--- config.mk ---
export PLATFORM = sky130hd
export DESIGN_NAME = spi_adc_responder
export DESIGN_NICKNAME = d
export VERILOG_FILES = /design/src/rtl/spi_adc_responder.sv
export SDC_FILE = /design/constraint.sdc
export NUM_CORES = 1
export LEC_CHECK = 0
export CAP_MARGIN = 10
export CELL_PAD_IN_SITES_DETAIL_PLACEMENT = 0
export CELL_PAD_IN_SITES_GLOBAL_PLACEMENT = 1
export CORE_AREA = 2 2 80 89
export CTS_CLUSTER_SIZE = 25
export DETAILED_ROUTE_END_ITERATION = 7
export DIE_AREA = 0 0 82 91
export GPL_TIMING_DRIVEN = 0
export PLACE_DENSITY_LB_ADDON = 0.12
export SLEW_MARGIN = 20
export SYNTH_ARGS = -nofsm -noshare
export SYNTH_HDL_FRONTEND = slang
export SYNTH_SLANG_ARGS = --single-unit
--- constraint.sdc ---
create_clock -name clk -period 3.85 [get_ports clk]
set_input_delay 0.385 -clock clk [delete_from_list [all_inputs] [get_ports clk]]
set_output_delay 0.385 -clock clk [all_outputs]
set_load 0.01 [all_outputs]
--- src/rtl/spi_adc_responder.sv ---
// spi_adc_responder: SPI slave emulating a 12-bit serial ADC; serves a 16-bit frame
// (leading zeros + sample, MSB first) on MISO and captures the master's MOSI bits.
module spi_adc_responder #(
    parameter int DATA_W      = 12,
    parameter int LEAD_ZEROS  = 4,
    parameter int SYNC_STAGES = 2
) (
    input  logic                         clk,
    input  logic                         rst_n,
    input  logic [DATA_W-1:0]            i_sample_data,
    input  logic                         i_sample_valid,
    input  logic                         SCK,
    input  logic                         CS,
    input  logic                         MOSI,
    output logic                         MISO,
    output logic                         o_miso_oe,
    output logic                         o_busy,
    output logic                         o_sample_taken,
    output logic                         o_frame_done,
    output logic                         o_frame_abort,
    output logic [LEAD_ZEROS+DATA_W-1:0] o_rx_data
);
    localparam int FRAME_BITS = LEAD_ZEROS + DATA_W;

    typedef enum logic [1:0] {IDLE, ACTIVE, DONE} state_t;

    state_t                  state_q, state_d;
    logic [SYNC_STAGES-1:0]  sck_sync_q, cs_sync_q, mosi_sync_q;
    logic                    sck_prev_q, cs_prev_q;
    logic [DATA_W-1:0]       hold_q;
    logic [FRAME_BITS-1:0]   shift_q, shift_d, rx_q, rx_d, rx_data_q, rx_data_d;
    logic [4:0]              cnt_q, cnt_d;
    logic                    taken_q, taken_d, done_q, done_d, abort_q, abort_d;
    logic                    sck_s, cs_s, mosi_s, sck_rise, sck_fall, cs_rise, cs_fall;

    assign sck_s    = sck_sync_q[SYNC_STAGES-1];
    assign cs_s     = cs_sync_q[SYNC_STAGES-1];
    assign mosi_s   = mosi_sync_q[SYNC_STAGES-1];
    assign sck_rise = sck_s & ~sck_prev_q;
    assign sck_fall = ~sck_s & sck_prev_q;
    assign cs_rise  = cs_s & ~cs_prev_q;
    assign cs_fall  = ~cs_s & cs_prev_q;

    always_ff @(posedge clk or negedge rst_n) begin
        if (!rst_n) begin
            sck_sync_q  <= '0;
            cs_sync_q   <= '0;
            mosi_sync_q <= '0;
            sck_prev_q  <= 1'b0;
            cs_prev_q   <= 1'b0;
            hold_q      <= '0;
            state_q     <= IDLE;
            shift_q     <= '0;
            rx_q        <= '0;
            rx_data_q   <= '0;
            cnt_q       <= '0;
            taken_q     <= 1'b0;
            done_q      <= 1'b0;
            abort_q     <= 1'b0;
        end else begin
            sck_sync_q  <= {sck_sync_q[SYNC_STAGES-2:0], SCK};
            cs_sync_q   <= {cs_sync_q[SYNC_STAGES-2:0], CS};
            mosi_sync_q <= {mosi_sync_q[SYNC_STAGES-2:0], MOSI};
            sck_prev_q  <= sck_s;
            cs_prev_q   <= cs_s;
            hold_q      <= i_sample_valid ? i_sample_data : hold_q;
            state_q     <= state_d;
            shift_q     <= shift_d;
            rx_q        <= rx_d;
            rx_data_q   <= rx_data_d;
            cnt_q       <= cnt_d;
            taken_q     <= taken_d;
            done_q      <= done_d;
            abort_q     <= abort_d;
        end
    end

    // The shifter loads the hold value registered before this cycle, so a
    // same-cycle sample load only affects the next frame.
    always_comb begin
        state_d   = state_q;
        shift_d   = shift_q;
        rx_d      = rx_q;
        rx_data_d = rx_data_q;
        cnt_d     = cnt_q;
        taken_d   = 1'b0;
        done_d    = 1'b0;
        abort_d   = 1'b0;
        case (state_q)
            IDLE: if (cs_fall) begin
                shift_d = {{LEAD_ZEROS{1'b0}}, hold_q};
                cnt_d   = '0;
                rx_d    = '0;
                taken_d = 1'b1;
                state_d = ACTIVE;
            end
            ACTIVE: if (cs_rise) begin
                abort_d = 1'b1;
                state_d = IDLE;
            end else begin
                if (sck_rise) rx_d = {rx_q[FRAME_BITS-2:0], mosi_s};
                if (sck_fall) begin
                    shift_d = {shift_q[FRAME_BITS-2:0], 1'b0};
                    cnt_d   = cnt_q + 5'd1;
                    if (cnt_q == 5'(FRAME_BITS - 1)) begin
                        rx_data_d = rx_q;
                        done_d    = 1'b1;
                        state_d   = DONE;
                    end
                end
            end
            DONE: if (cs_rise) state_d = IDLE;
            default: state_d = IDLE;
        endcase
    end

    assign MISO           = (state_q == ACTIVE) & shift_q[FRAME_BITS-1];
    assign o_miso_oe      = state_q != IDLE;
    assign o_busy         = state_q != IDLE;
    assign o_sample_taken = taken_q;
    assign o_frame_done   = done_q;
    assign o_frame_abort  = abort_q;
    assign o_rx_data      = rx_data_q;
endmodule

==> results of run 1 <==
routing by layer:
metal	GRT usage	wire length, um	share of wire
met5	0	0	0
met3	0.0517	208	0.039
met2	0.228	2360	0.45
met4	0.0667	100	0.019
met1	0.238	2610	0.49
worst max-delay path by stage:
stage	endpoint	slack [ps]	depth (start not counted)
2_1_floorplan	o_rx_data[10]	2130	7
3_3_place_gp	o_rx_data[0]	-340	1
3_5_place_dp	MISO	1620	5
4_1_cts	MISO	1240	5
5_1_grt	MISO	1140	5
6_report	MISO	1260	5
power by group:
part | leakage, nW | total [mW] | switching, mW | internal [mW]
combinational | 0.623 | 0.247 | 0.125 | 0.121
sequential | 1.02 | 0.962 | 0.0529 | 0.910
clock | 0.113 | 0.678 | 0.296 | 0.381
logic make-up (layout without fill, tap and decap cells):
logic type	after synthesis	after routing	share of synthesized area
adders and majority gates	2	2	0.00816
muxes	39	39	0.139
DFF	78	78	0.637
AOI/OAI and AO/OA	42	42	0.0967
and+or+nand+nor	50	50	0.0914
buffers and inverters	14	70	0.0282
cell type report:
class	instances	area, um2	share of cell area
Buffer	12	78.8	0.0207
Clock buffer	10	138	0.0361
Clock inverter	5	82.6	0.0217
Inverter	2	7.51	0.00197
Multi-Input combinational cell	133	1030	0.269
Sequential cell	78	1950	0.512
Tap cell	82	103	0.0269
Timing Repair Buffer	41	425	0.112
cells in the final DEF (no fill, tap or decap), types with 2 or more instances in the layout:
cell type / count
dfrtp_1: 78
clkdlybuf4s50_1: 38
mux2_2: 27
nand2_1: 26
o21ai_0: 16
a22o_1: 16
mux2i_1: 11
clkbuf_8: 10
nand3_1: 6
buf_4: 5
nand2b_1: 3
buf_2: 3
and3_1: 2
inv_1: 2
buf_6: 2
o21ai_1: 2
clkbuf_1: 2
ha_1: 2
bufinv_16: 2
registers in the layout, indices dropped and copies added (netlist names):
name and cells:
cnt_q 5, cs_prev_q 1, cs_sync_q 2, hold_q 12
mosi_sync_q 2, o_frame_abort 1, o_frame_done 1, o_rx_data 16
o_sample_taken 1, rx_q 16, sck_prev_q 1, sck_sync_q 2
shift_q 16, state_q 2
critical path, cell delays in order, from the launching register on:
cell and delay, ps:
dfrtp_1 460, and2b_4 300, buf_4 210, buf_4 220
and2_1 140, clkdlybuf4s50_1 520
stage by stage:
stage,cells,TNS (ps),hold slack (ps)
2_1_floorplan,225,0,89.4
3_3_place_gp,346,-26090,334
5_1_grt,363,0,358
3_5_place_dp,347,0,339
4_1_cts,363,0,358
6_report,363,0,354
repair_timing:
action | in CTS | in global routing
hold buffers | 1 | 0
hold endpoints to repair | 28 | 0
resized for setup | 0 | 0
==> out/metrics.yaml, run 1 <==
firstDrtPassIters: 4
rr_worst_depth: 7
core_area_um2: 6520
slew_headroom: 0.615
h-tree-depth: 3
drive_gt1_frac: 0.217
ant_nets: 0
synth_edf_count: 0
final_util: 0.585
cp_max_fo: 10
finalInstanceArea_um2: 3810
remaining_drc_errors: 0
pre_cts_ws_ps: 1620
drtIter0Drc: 88
synthCells: 225
r2r_slack_ps: 1890
synth_area_leaders: "dfrtp_1 (64%), mux2_2 (9.9%), a22o_1 (4.6%)"
antennaDiodeCount: 0
worstSetupStartpoint: "state_q[1]"
syn_avg_cell_area_um2: 13.6
cts.sinks: 78
power.density_nw_per_um2: 495
whs_path_depth: 0
timing.rr.end: "o_rx_data[9]"
hold-path-endpoint: "mosi_sync_q[1]"
vias: 1854
gr-usage-all-layers: 0.164
crit_arrival_ps: 2210
cts_tree: "yes"
yosysSeqAreaShare: 0.637
synthFlopType: "dfrtp_1"
ys.warnings.count: 0
port_buffers: 39
synth_area_um2: 3070
n_fill_cell: 541
netlist_top_cells_count: "dfrtp_1 (78), mux2_2 (27), nand2_1 (26)"
post_dp_cell_area_um2: 3580
period_share: 0.673
hp-class: "register to register"
finalSetupViolCount: 0
async_flop_share: 1.00
grt_pass1_vias: 1947
p_leak_nw: 1.76
grt_pass1_wl_mm: 9.29
ys_types: 39
yosys.area.top_type_share: 0.637
synthesis.nets: 245
finalMaxSlewViolations: 0
rsz0062_at_grt: "no"
status: "completed"
fp-row-count: 31
die_x_um: 82
fmax_mhz: 386
drv_cap: 0
start_util: 0.470
die_y_um: 91
grt-ovfl-total: 0
wl_per_cell_um: 14.6
cp.required_ps: 3460
crit_type: "register to output port"
dieArea_um2: 7460
yosysMostFrequentCell: "dfrtp_1"
cts_inserted_buffers: 9
ys_ff_latch: 78
clkLatencyLatePin_ps: 350
peakVddDrop_v: 0.000269
place_congestion: 0.756
p_total_mw: 1.89
cts_buffer_depth: 2
skew_ps: 7.60
clockRootBuffer: "clkbuf_8"
grt_antenna_before_repair: 0
min_period_ps: 2590
via_per_inst: 5.11
synth_top_area_cell: "dfrtp_1"
clk_pin_slew_ps: 80
ios: 40
routed_wl_mm: 5.28
worst_pin_slew_ps: 577
grt_max_degree: 51
hold_viol_final: 0
start_kind: "register"
areaGrowthSynthToFinish_pct: 24.4
setup_ws_ps: 1260
r2r_start: "cnt_q[0]"
min-delay-start: "mosi_sync_q[0]"
dp_hpwl_mm: 3.49
final_nets: 297
cts_setup_buffers: 0
cp-end-kind: "output port"
Power figures use the tool's default switching activity.
==> run 2: changes to the inputs <==
Settings changed: CORE_AREA 2 2 80 89 to 2 2 83 93, DIE_AREA 0 0 82 91 to 0 0 85 95.
Clock period 3.85 ns to 2.66 ns, I/O delays scaled along.
==> run 2 against run 1 <==
Sequential share of layout area shrank 0.22 points. Setup slack worse by 1100 ps. Cell area increased by 0.43%. Flip-flop and latch count did not move. Count of clock-buffer cells in the layout stayed put. Clock skew grew 2.3 ps. Clock power up 47%.
==> out/metrics.yaml, run 2 (synthesized netlist as in run 1, its figures left out) <==
status: "completed"
multi_input_area_um2: 1030
peakVddDrop_v: 0.000367
min-delay-start: "MOSI"
ant_nets: 0
r2r_slack_ps: 720
cts_buffer_depth: 2
path_cells: "and2b_4 > buf_4 > buf_4 > and2_1 > clkdlybuf4s50_1"
wl_per_cell_um: 14.6
core_area_um2: 7230
fmax_mhz: 405
regArea_um2: 1950
timing.rr.end: "o_rx_data[12]"
grt_antenna_before_repair: 0
clockRootBuffer: "clkbuf_8"
dp_hpwl_mm: 3.52
cts_tree: "yes"
crit_arrival_ps: 2200
cp_slowest_cell: "clkdlybuf4s50_1"
power.density_nw_per_um2: 718
hold-path-endpoint: "mosi_sync_q[0]"
place_congestion: 0.727
timing.hold.ws_ps: 350
place_inst: 352
layout_common_cells: "dfrtp_1 (78), clkdlybuf4s50_1 (38), mux2_2 (27)"
finalMaxSlewViolations: 0
fp-row-count: 33
slew_headroom: 0.602
cts.sinks: 78
grt_pass1_wl_mm: 9.32
final_nets: 297
finalInstanceArea_um2: 3830
final_cells: 369
cts_setup_buffers: 0
drv_cap: 0
ios: 40
post_cts_resized: 0
hp-class: "primary input to register"
cp_max_fo: 10
firstDrtPassIters: 3
p_total_mw: 2.75
drtIter0Drc: 126
vias: 1885
start_util: 0.424
routed_wl_mm: 5.38
worstSetupStartpoint: "state_q[1]"
start_kind: "register"
whs_path_depth: 1
finalSetupViolCount: 0
post_dp_cell_area_um2: 3590
die_x_um: 85
final_common_cell: "dfrtp_1"
rsz0062_at_grt: "no"
period_share: 0.928
r2r_start: "cnt_q[0]"
cts_inserted_buffers: 9
port_buffers: 39
clk_pin_slew_ps: 80
clkLatencyLatePin_ps: 340
grt_max_degree: 45
gr-usage-all-layers: 0.149
critPathTopFamily: "buffers and inverters"
drive_gt1_frac: 0.220
areaGrowthSynthToFinish_pct: 24.9
grt-ovfl-total: 0
cp.required_ps: 2390
grt_pass1_vias: 1944
worst-path-buf-inv: 3
crit_type: "register to output port"
remaining_drc_errors: 0
hold_viol_final: 0
p_leak_nw: 1.75
h-tree-depth: 3
n_fill_cell: 677
crit_top_cell: "buf_4"
dieArea_um2: 8080
rr_worst_depth: 7
min_period_ps: 2470
antennaDiodeCount: 0
via_per_inst: 5.11
die_y_um: 95
worst_path_largest_cell_delay_ps: 520
skew_ps: 9.89
worst_pin_slew_ps: 597
cp-end-kind: "output port"
==> run 2: power breakdown <==
group / switching [mW] / internal, mW / total [mW]
Sequential: 0.0755 / 1.32 / 1.39
Clock: 0.445 / 0.559 / 1.00
Combinational: 0.180 / 0.175 / 0.356
==> run 2: repair_timing <==
action                                 CTS  global route
setup endpoints to repair                0             0
endpoints found under the hold margin   34             0
hold buffers                             1             0
==> run 2: worst max-delay path by stage <==
stage	endpoint	slack, ps	depth (start not counted)
final	MISO	190	5
after global routing	MISO	80	5
after CTS	MISO	170	5
after detailed placement	MISO	550	5
after global placement	rx_q[3]	-1500	1
after floorplan	o_rx_data[10]	940	7
==> run 2: cell type report <==
cell class	instances	area share
tap	87	0.0284
sequential	78	0.510
inverter	2	0.00196
buffer	12	0.0206
clock inverter	6	0.0242
multi-input combinational	133	0.268
timing repair buffer	41	0.111
clock buffer	10	0.0359
==> run 2: routing by layer <==
metal	track usage	up-vias	wire, um
met3	0.0385	11	198
met2	0.221	27	2490
met4	0.0754	0	119
met5	0	-	0
li1	-	899	-
met1	0.202	948	2570
==> run 2: per-stage QoR <==
| step | util | setup TNS [ps] | worst slack, ps |
|---|---|---|---|
| finish | 0.530 | 0 | 192 |
| global route | 0.530 | 0 | 80.2 |
| CTS | 0.530 | 0 | 165 |
| detailed placement | 0.497 | 0 | 550 |
| global placement | 0.493 | -116400 | -1500 |
| floorplan | - | 0 | 938 |
==> run 3: changes to the inputs <==
Settings changed: SKIP_LAST_GASP set to 1.
==> results of run 3 <==
Same layout as run 2: the final DEF is identical, and so are final timing and power.
